File: config.mk
export PLATFORM = sky130hd
export DESIGN_NAME = memory_access
export DESIGN_NICKNAME = d
export VERILOG_FILES = /design/src/rtl/legv8_pkg.sv /design/src/rtl/flopr.sv /design/src/rtl/memory_access.sv
export SDC_FILE = /design/constraint.sdc
export NUM_CORES = 1
export LEC_CHECK = 0
export CORE_AREA = 5 5 234 236
export DETAILED_ROUTE_END_ITERATION = 8
export DIE_AREA = 0 0 239 241
export PLACE_DENSITY = 0.5
export SYNTH_ARGS = -nofsm -noshare
export SYNTH_HDL_FRONTEND = slang
export SYNTH_SLANG_ARGS = --single-unit
File: constraint.sdc
create_clock -name clk -period 1.7 [get_ports clk]
set_clock_uncertainty 0.1 [all_clocks]
set_input_delay 0.17 -clock clk [delete_from_list [all_inputs] [get_ports clk]]
set_output_delay 0.17 -clock clk [all_outputs]
set_load 0.01 [all_outputs]
File: src/rtl/legv8_pkg.sv
// Shared definitions for the LEGv8 pipeline: memory-stage FSM states and
// the default data-memory acknowledge timeout.
package legv8_pkg;

    localparam int TIMEOUT_DEFAULT = 16;

    typedef enum logic {
        IDLE   = 1'b0,
        ACCESS = 1'b1
    } mem_state_t;

endpackage

File: src/rtl/flopr.sv
// Resettable register with load enable, used for pipeline boundary registers.
module flopr #(
    parameter int WIDTH = 8
) (
    input  logic             clk,
    input  logic             reset,
    input  logic             en,
    input  logic [WIDTH-1:0] d,
    output logic [WIDTH-1:0] q
);

    // Clear on synchronous active-low reset, otherwise load only when enabled
    always_ff @(posedge clk) begin
        if (!reset) begin
            q <= '0;
        end else if (en) begin
            q <= d;
        end
    end

endmodule

File: src/rtl/memory_access.sv
// Memory stage of the LEGv8 pipeline: captures the execute-stage result into
// the EX/MEM register, runs the data-memory handshake with a bounded wait,
// and presents a one-cycle valid_M pulse with the results of each op.
module memory_access
    import legv8_pkg::*;
#(
    parameter int N       = 64,
    parameter int TIMEOUT = TIMEOUT_DEFAULT
) (
    input  logic         clk,
    input  logic         reset,

    input  logic         valid_E,
    input  logic [N-1:0] aluResult_E,
    input  logic [N-1:0] writeData_E,
    input  logic [N-1:0] PCBranch_E,
    input  logic         zero_E,
    input  logic         Branch_E,
    input  logic         MemRead_E,
    input  logic         MemWrite_E,
    input  logic         RegWrite_E,
    input  logic         MemtoReg_E,
    input  logic [4:0]   rd_E,
    output logic         stall_E,

    output logic         dmem_req,
    output logic         dmem_we,
    output logic [N-1:0] dmem_addr,
    output logic [N-1:0] dmem_wdata,
    input  logic         dmem_ack,
    input  logic [N-1:0] dmem_rdata,

    output logic         valid_M,
    output logic [N-1:0] readData_M,
    output logic [N-1:0] aluResult_M,
    output logic [N-1:0] PCBranch_M,
    output logic [4:0]   rd_M,
    output logic         RegWrite_M,
    output logic         MemtoReg_M,
    output logic         PCSrc_M,
    output logic         err_M
);

    localparam int RW = 3 * N + 11;
    localparam int CW = $clog2(TIMEOUT + 1);

    mem_state_t state;
    mem_state_t next_state;

    logic [CW-1:0] wait_count;

    logic [RW-1:0] exmem_d;
    logic [RW-1:0] exmem_q;

    logic [N-1:0] alu_q;
    logic [N-1:0] wdata_q;
    logic [N-1:0] pcb_q;
    logic         zero_q;
    logic         branch_q;
    logic         memread_q;
    logic         memwrite_q;
    logic         regwrite_q;
    logic         memtoreg_q;
    logic [4:0]   rd_q;

    logic mem_op_E;
    logic illegal_E;
    logic capture;
    logic ack_done;
    logic timeout_done;
    logic valid_next;
    logic err_next;

    assign mem_op_E  = MemRead_E | MemWrite_E;
    assign illegal_E = (MemRead_E & MemWrite_E) |
                       (mem_op_E & (aluResult_E[2:0] != 3'b000));

    assign stall_E = (state == ACCESS);

    assign exmem_d = {aluResult_E, writeData_E, PCBranch_E, zero_E, Branch_E,
                      MemRead_E, MemWrite_E, RegWrite_E, MemtoReg_E, rd_E};

    flopr #(.WIDTH(RW)) u_exmem (
        .clk   (clk),
        .reset (reset),
        .en    (capture),
        .d     (exmem_d),
        .q     (exmem_q)
    );

    assign {alu_q, wdata_q, pcb_q, zero_q, branch_q,
            memread_q, memwrite_q, regwrite_q, memtoreg_q, rd_q} = exmem_q;

    // Memory port is only driven while an access is outstanding
    assign dmem_req   = (state == ACCESS);
    assign dmem_we    = dmem_req & memwrite_q;
    assign dmem_addr  = dmem_req ? alu_q   : '0;
    assign dmem_wdata = dmem_req ? wdata_q : '0;

    assign aluResult_M = alu_q;
    assign PCBranch_M  = pcb_q;
    assign rd_M        = rd_q;
    assign MemtoReg_M  = memtoreg_q;
    assign PCSrc_M     = branch_q & zero_q;
    assign RegWrite_M  = regwrite_q & ~err_M;

    // State register
    always_ff @(posedge clk) begin
        if (!reset) begin
            state <= IDLE;
        end else begin
            state <= next_state;
        end
    end

    // Next-state logic plus completion events; ack beats timeout in the same cycle
    always_comb begin
        next_state   = state;
        capture      = 1'b0;
        ack_done     = 1'b0;
        timeout_done = 1'b0;
        valid_next   = 1'b0;
        err_next     = 1'b0;
        case (state)
            IDLE: begin
                capture = valid_E;
                if (valid_E) begin
                    if (!mem_op_E) begin
                        valid_next = 1'b1;
                    end else if (illegal_E) begin
                        valid_next = 1'b1;
                        err_next   = 1'b1;
                    end else begin
                        next_state = ACCESS;
                    end
                end
            end
            ACCESS: begin
                if (dmem_ack) begin
                    ack_done   = 1'b1;
                    valid_next = 1'b1;
                    next_state = IDLE;
                end else if (wait_count == CW'(TIMEOUT - 1)) begin
                    timeout_done = 1'b1;
                    valid_next   = 1'b1;
                    err_next     = 1'b1;
                    next_state   = IDLE;
                end
            end
            default: begin
                next_state = IDLE;
            end
        endcase
    end

    // Wait counter: held at zero in IDLE so it starts clean on each access
    always_ff @(posedge clk) begin
        if (!reset) begin
            wait_count <= '0;
        end else if (state == IDLE) begin
            wait_count <= '0;
        end else if (!dmem_ack && !timeout_done) begin
            wait_count <= wait_count + 1'b1;
        end
    end

    // Result pulse, error flag and load data for the op leaving this stage
    always_ff @(posedge clk) begin
        if (!reset) begin
            valid_M    <= 1'b0;
            err_M      <= 1'b0;
            readData_M <= '0;
        end else begin
            valid_M <= valid_next;
            err_M   <= err_next;
            if (capture) begin
                readData_M <= '0;
            end else if (ack_done && memread_q) begin
                readData_M <= dmem_rdata;
            end
        end
    end

endmodule

==> out/results.tsv <==
metric	value	unit
clock_sinks	275	
synth.avg_cell_area	8.06	um2
yosysUniqueCellTypes	29	
max_stage_delay	0.37	ns
ios	604	
worstPathMaxFanout	11	
start_kind	flop	
setup_violations	242	
critical_path.cell_chain	buf_12 -> buf_8 -> clkbuf_16 -> and2_1 -> buf_2	
hp-class	in -> reg	
relSlewSlack	76.3	%
power_density	813	nW/um2
cts_buffers	35	
rsz0062_at_grt	true	
ir_worst_vdd	0.529	mV
num_vias	11307	
grt_max_degree	65	
highest-signal-layer	met5	
wl_met1	20.9	mm
clock_path_buffers	3	
p_int	12.5	mW
switchingPower	3.91	mW
startpoint	dmem_req	
ant_nets	0	
drv_slew	0	
failed_checks	negative setup slack	
synthesis.instances	1480	
drtIter0Drc	414	
reg2reg_from	dmem_req	
cp.required	1.43	ns
hold_ws	0.0799	ns
ctsHtreeMaxLevel	2	
worst_slack	-0.197	ns
p_leak	8.43	nW
clkTransAtPathRegs	0.06	ns
finalCritPeriodShare	112	%
pwr-share-seq	42.0	%
hold_violations	0	
cp-end-kind	primary output	
die-height	241	um
cts_tree	done	
wirelength	50.8	mm
place_area	18200	um2
hp-start	PCBranch_E[50]	
portBuffers	603	
antenna_found_initial	3	
async_flop_share	0	%
synth_seq_area_share	46.2	%
wl_per_cell	18.7	um
syn_to_final_growth	69.8	%
place_ws	-0.137	ns
drc	0	
synthTopCellsByArea	dfxtp_1 (46%), nand2_1 (17%), a21boi_1 (10%)	
clkPwrFrac	43.7	%
yosysMostFrequentCell	nand2_1	
n_fill_cell	5357	
cp.arrival	1.63	ns
design_area	20200	um2
synth_edf_count	0	
status	finished with violations	
worstSetupPathType	reg -> out	
hold_depth	3	
die_w	239	um
dieArea	57600	um2
vias_per_cell	4.16	
synth-seq-cells	275	
drive_above_1_share	18.0	%
hpwlAfterDp	35.0	mm
gr-usage-all-layers	15.1	%
min_period	1.90	ns
synth_area	11900	um2
clock.fmax	0.527	GHz
rows	84	
dr_wl_met2	24.4	mm
globalRouteOverflowTotal	0	
first_pass_iters	4	
max-cap-violations	0	
layout.nets	2277	
power_frac_comb	14.3	%
start_util	22.8	%
reg2reg_depth	9	
wl_met3	4.44	mm
grt_pass1_wl	68.3	mm
core_area	52200	um2
grt_pass1_vias	11010	
place.gp.congestion	0.827	
synth_top_area_share	46.2	%
yosys_warnings	0	
clkLatencyLatePin	0.53	ns
synth_nets	1753	
synth_top_cell_by_area	dfxtp_1	
root_buffer	clkbuf_16	
tightest_slew	0.352	ns
synth_commonest_cells	nand2_1 (539), dfxtp_1 (275), a21boi_1 (159)	
slowest_stage	dfxtp_4	
switching_share	23.8	%
synth-main-ff-cell	dfxtp_1	
## critical path: cells and delay by family, from the launching register on
| family | cells | cell delay [ns] |
|---|---|---|
| DFF | 1 | 0.37 |
| and+or+nand+nor | 1 | 0.16 |
| buffers and inverters | 4 | 0.57 |
## routing by layer
metal	vias to the layer above	global-route usage (%)
met4	2	3.82
met1	5230	17.8
met3	63	5.89
met2	395	26.1
li1	5617	-
met5	-	0
## metrics by stage
step / setup TNS (ns) / util [%] / power [mW] / instances
after floorplan: 0 / - / 7.94 / 1480
after global placement: -0.408 / 34.8 / 9.14 / 2603
after detailed placement: -1.10 / 34.8 / 9.16 / 2603
after CTS: -81.95 / 36.9 / 16.5 / 2675
after global routing: -42.13 / 38.7 / 17.2 / 2714
final: -16.27 / 38.8 / 16.5 / 2715
## path summary, 6_finish.rpt
kind	slack [ns]	to
worst min-delay path	0.08	u_exmem.q[61]
worst max register to register	-0.08	u_exmem.q[139]
worst max-delay path	-0.20	dmem_wdata[41]
worst min register to register	0.34	u_exmem.q[98]
## power groups by stage
stage	combinational, mW	clock (mW)	sequential (mW)
3_3_place_gp	2.10	0	7.04
2_1_floorplan	0.965	0	6.97
3_5_place_dp	2.12	0	7.05
5_1_grt	2.54	7.72	6.94
4_1_cts	2.15	7.45	6.91
6_report	2.35	7.19	6.91
## cell usage in the layout (no fill, tap or decap), types with 49 or more instances in the layout
cell type        instances
a21boi_1               173
a21oi_1                 65
and2_1                  80
and2_4                  50
buf_2                   59
buf_4                   49
buf_6                   50
clkbuf_16               59
clkdlybuf4s50_1        448
dfxtp_1                271
nand2_1                538
## final cells by class
class	count	area (um2)	area share [%]
Timing Repair Buffer	724	7650	37.8
Sequential cell	275	5510	27.2
Multi-Input combinational cell	967	5100	25.2
Clock buffer	53	1050	5.17
Tap cell	688	861	4.25
Clock inverter	5	55.1	0.272
Antenna cell	2	5.00	0.0247
Inverter	1	3.75	0.0185
## logic make-up (layout without fill, tap and decap cells)
kind of cell / count (synthesis) / count (layout) / share of synthesized area [%]
xor+xnor: 3 / 3 / 0.220
buf+inv: 238 / 783 / 12.8
flops: 275 / 275 / 46.2
compound gates: 277 / 277 / 16.1
other cells: 0 / 2 / 0
fa+ha+maj: 2 / 2 / 0.210
simple gates: 685 / 685 / 24.5
## state kept, by name, indices dropped and copies added (netlist names)
signal / cells
wait_count: 5
u_exmem.q: 203
err_M: 1
valid_M: 1
readData_M: 64
dmem_req: 1
## what timing repair did
item                                    CTS  global route
setup buffers                            10            20
resized for setup                       415           271
hold endpoints to repair                  6             0
endpoints found under the setup margin  355           607
hold buffers                              1             0
pin swaps                                 6             4
gates cloned                              4            24
Power figures use the tool's default switching activity.
==> patch: new RTL, same settings <==
Make the reset (`reset`) asynchronous in 4 clocked blocks. Comments in the files are not updated.
--- a/src/rtl/flopr.sv
+++ b/src/rtl/flopr.sv
@@ -11,5 +11,5 @@
 
     // Clear on synchronous active-low reset, otherwise load only when enabled
-    always_ff @(posedge clk) begin
+    always_ff @(posedge clk or negedge reset) begin
         if (!reset) begin
             q <= '0;
--- a/src/rtl/memory_access.sv
+++ b/src/rtl/memory_access.sv
@@ -106,5 +106,5 @@
 
     // State register
-    always_ff @(posedge clk) begin
+    always_ff @(posedge clk or negedge reset) begin
         if (!reset) begin
             state <= IDLE;
@@ -155,5 +155,5 @@
 
     // Wait counter: held at zero in IDLE so it starts clean on each access
-    always_ff @(posedge clk) begin
+    always_ff @(posedge clk or negedge reset) begin
         if (!reset) begin
             wait_count <= '0;
@@ -166,5 +166,5 @@
 
     // Result pulse, error flag and load data for the op leaving this stage
-    always_ff @(posedge clk) begin
+    always_ff @(posedge clk or negedge reset) begin
         if (!reset) begin
             valid_M    <= 1'b0;
Function: differs if reset is asserted again (counterexample within 4 cycles, from zero or initial values and one cycle with reset low); with reset held inactive, the same outputs for 4 cycles.
==> patch against the original RTL <==
The run still ends with negative setup slack left; sequential power rose by 9.3%; design area rose by 4.3%; non-clock buffer count grew 14; worst setup slack worse by 0.23 ns; area after synthesis up 3.9%; cell count is 0.55% higher; sequential cell count unchanged; wire length up 4.0%; power rose by 14%; critical path type unchanged.
==> patch: results (changes against the original RTL) <==
Timing
  – Worst Hold Slack: 0.0447 ns (-0.0352 ns)
  – Accumulated negative setup slack: -85.74 ns (-69.47 ns)
  – Slew of the pin with the lowest slew margin: 0.403 ns (+0.0509 ns)
  – Final-report setup violation count: 400 (+65%)
  – Setup ws final: -0.425 ns (-0.228 ns)

Finish
  – Non-filler cells, final: 2,730 (+0.55%)
  – Layout cells sized above 1: 19.5% (+1.5 points)
  – Number of nets in the layout: 2,288 (+0.48%)
  – Layout fillers: 5,291 (-1.2%)

Synthesis
  – Largest cells by area after synthesis: sky130_fd_sc_hd__dfrtp_1 56%, sky130_fd_sc_hd__nand2_1 22%, sky130_fd_sc_hd__buf_4 8.3%
  – Sequential area share after synthesis: 55.5% (+9.4 points)
  – Top flip-flop cell by instance count after synthesis: sky130_fd_sc_hd__dfrtp_1
  – Most frequent cells after synthesis: 741 x sky130_fd_sc_hd__nand2_1, 275 x sky130_fd_sc_hd__dfrtp_1, 137 x sky130_fd_sc_hd__buf_4
  – Count of mapped cells out of synthesis: 1,455 (-1.7%)
  – Post-synth cell types: 25 (-14%)
  – Net count after synthesis: 1,728 (-1.4%)
  – Async SR Flop Fraction: 100% (+100 points)

Pwr
  – Net switching power of the design: 4.94 mW (+26%)
  – Maximum VDD drop: 0.000629 V (+19%)
  – Static Leak: 11.6 nW (+37%)

Global route
  – Global-route wire length before repair: 70,600 um (+3.3%)
  – Maximum number of pins on one net before global-route repair: 68 (+4.6%)
  – Vias in the first global route: 11,500 (+4.7%)
  – Initial antenna violation count: 6 (+3)
  – GR Util All Layers: 15.7% (+0.60 points)

Setup path
  – Reg2Reg Depth: 8 (-1)
  – Crit-path max FO: 7 (-4)
  – Cell at the slowest stage of the critical path: sky130_fd_sc_hd__dfrtp_4
  – Slowest Stage Delay on Critical Path: 0.52 ns (+0.15 ns)
  – Register-to-register setup slack: -0.23 ns (-0.15 ns)
  – Worst EP arrival: 1.85 ns (+0.22 ns)

Placed design
  – HPWL after detailed placement: 36,000 um (+2.9%)
  – Routability congestion estimate from global placement: 0.836 (+1.1%)
  – Setup slack after placement: -0.0865 ns (+0.0505 ns)
  – Cell total after placement: 2,599 (-0.15%)
  – Buffers added on ports: 603 (unchanged)
  – Cell Area, Placed: 0.0187 mm2 (+3.0%)

Clocking
  – CTS Buf Count: 35 (unchanged)
  – Max Buffers Root-to-Sink: 3 (unchanged)
  – Clock latency on the worst-skew pair: 0.52 ns
  – Clk slew on worst S/H paths: 0.06 ns (about the same)

Hold path
  – Type of the most critical hold path: in -> async

Routing
  – Wirelength per Cell: 19.3 um (+3.4%)
  – Via density per instance: 4.17 (+0.17%)
  – Drt initial violations: 506 (+22%)
  – Final wirelength: 52,800 um (+4.0%)
  – Detailed Routing Iterations Pass 1: 4 (unchanged)

Outcome
  – Failing checks: negative setup slack
  – Status: complete, but fails checks
-- patch: changes by cell type after synthesis, moves of 3 or more --
cell	before	now
sky130_fd_sc_hd__clkbuf_1	38	26
sky130_fd_sc_hd__a21boi_1	159	0
sky130_fd_sc_hd__buf_4	148	137
sky130_fd_sc_hd__a21boi_0	44	1
sky130_fd_sc_hd__nand3_1	2	65
sky130_fd_sc_hd__dfxtp_1	275	0
sky130_fd_sc_hd__nand2_1	539	741
sky130_fd_sc_hd__a21oi_1	66	0
sky130_fd_sc_hd__dfrtp_1	0	275
sky130_fd_sc_hd__buf_2	49	52
sky130_fd_sc_hd__nor2_1	4	1
-- patch: cell type report --
type                    instances  area (um2)  share of cell area (%)
repair buffers                738        7620                    36.1
flip-flops and latches        275        6890                    32.6
multi-input cells             963        4500                    21.3
clock buffers                  52        1060                    5.03
well taps                     688         861                    4.08
clock inverters                 9         163                   0.771
inverters                       2        7.51                  0.0356
diodes                          3        7.51                  0.0356
-- patch: final timing paths --
kind,end,startpoint
setup reg to reg,u_exmem.q[115],dmem_req
hold reg to reg,u_exmem.q[17],u_exmem.q[17]
setup / recovery,dmem_addr[30],dmem_req
min in group clk,u_exmem.q[95],writeData_E[20]
max in group asynchronous,u_exmem.q[196],reset
hold / removal,u_exmem.q[90],reset
-- patch: repair_timing --
action                                 in CTS  in global routing
hold buffers                                1                  0
gates cloned                                5                 28
endpoints found under the hold margin     247                  0
setup endpoints to repair                 337                265
gates resized for setup                   358                405
buffers inserted                            8                 29
pin swaps                                   0                 48
-- patch: layer usage --
layer / GRT usage (%) / routed length (um) / vias to the layer above
met5: 0 / 13 / -
met4: 5.29 / 1320 / 2
met3: 4.70 / 3990 / 68
met2: 27.6 / 26400 / 434
met1: 18.6 / 21100 / 5441
li1: - / - / 5444
-- patch: power groups by stage --
stage | Combinational [mW] | Clock, mW | Sequential [mW]
after floorplan | 1.52 | 0 | 7.47
after global placement | 3.19 | 0 | 7.65
after detailed placement | 3.22 | 0 | 7.65
after CTS | 3.02 | 8.10 | 7.53
after global routing | 3.69 | 8.37 | 7.61
final | 3.39 | 7.86 | 7.55
-- patch: cells by family after synthesis --
group	Yosys count	synth area share (%)
compound gates	8	0.444
flops	275	55.5
buf+inv	217	11.2
mux	1	0.0808
simple gates	949	32.3
fa+ha+maj	2	0.202
xor+xnor	3	0.212
-- patch: critical path, delay by kind of cell, from the launching register on --
family | cells | cell delay [ns]
buffers and inverters | 5 | 0.67
flip-flops | 1 | 0.52
AND/OR/NAND/NOR | 1 | 0.13
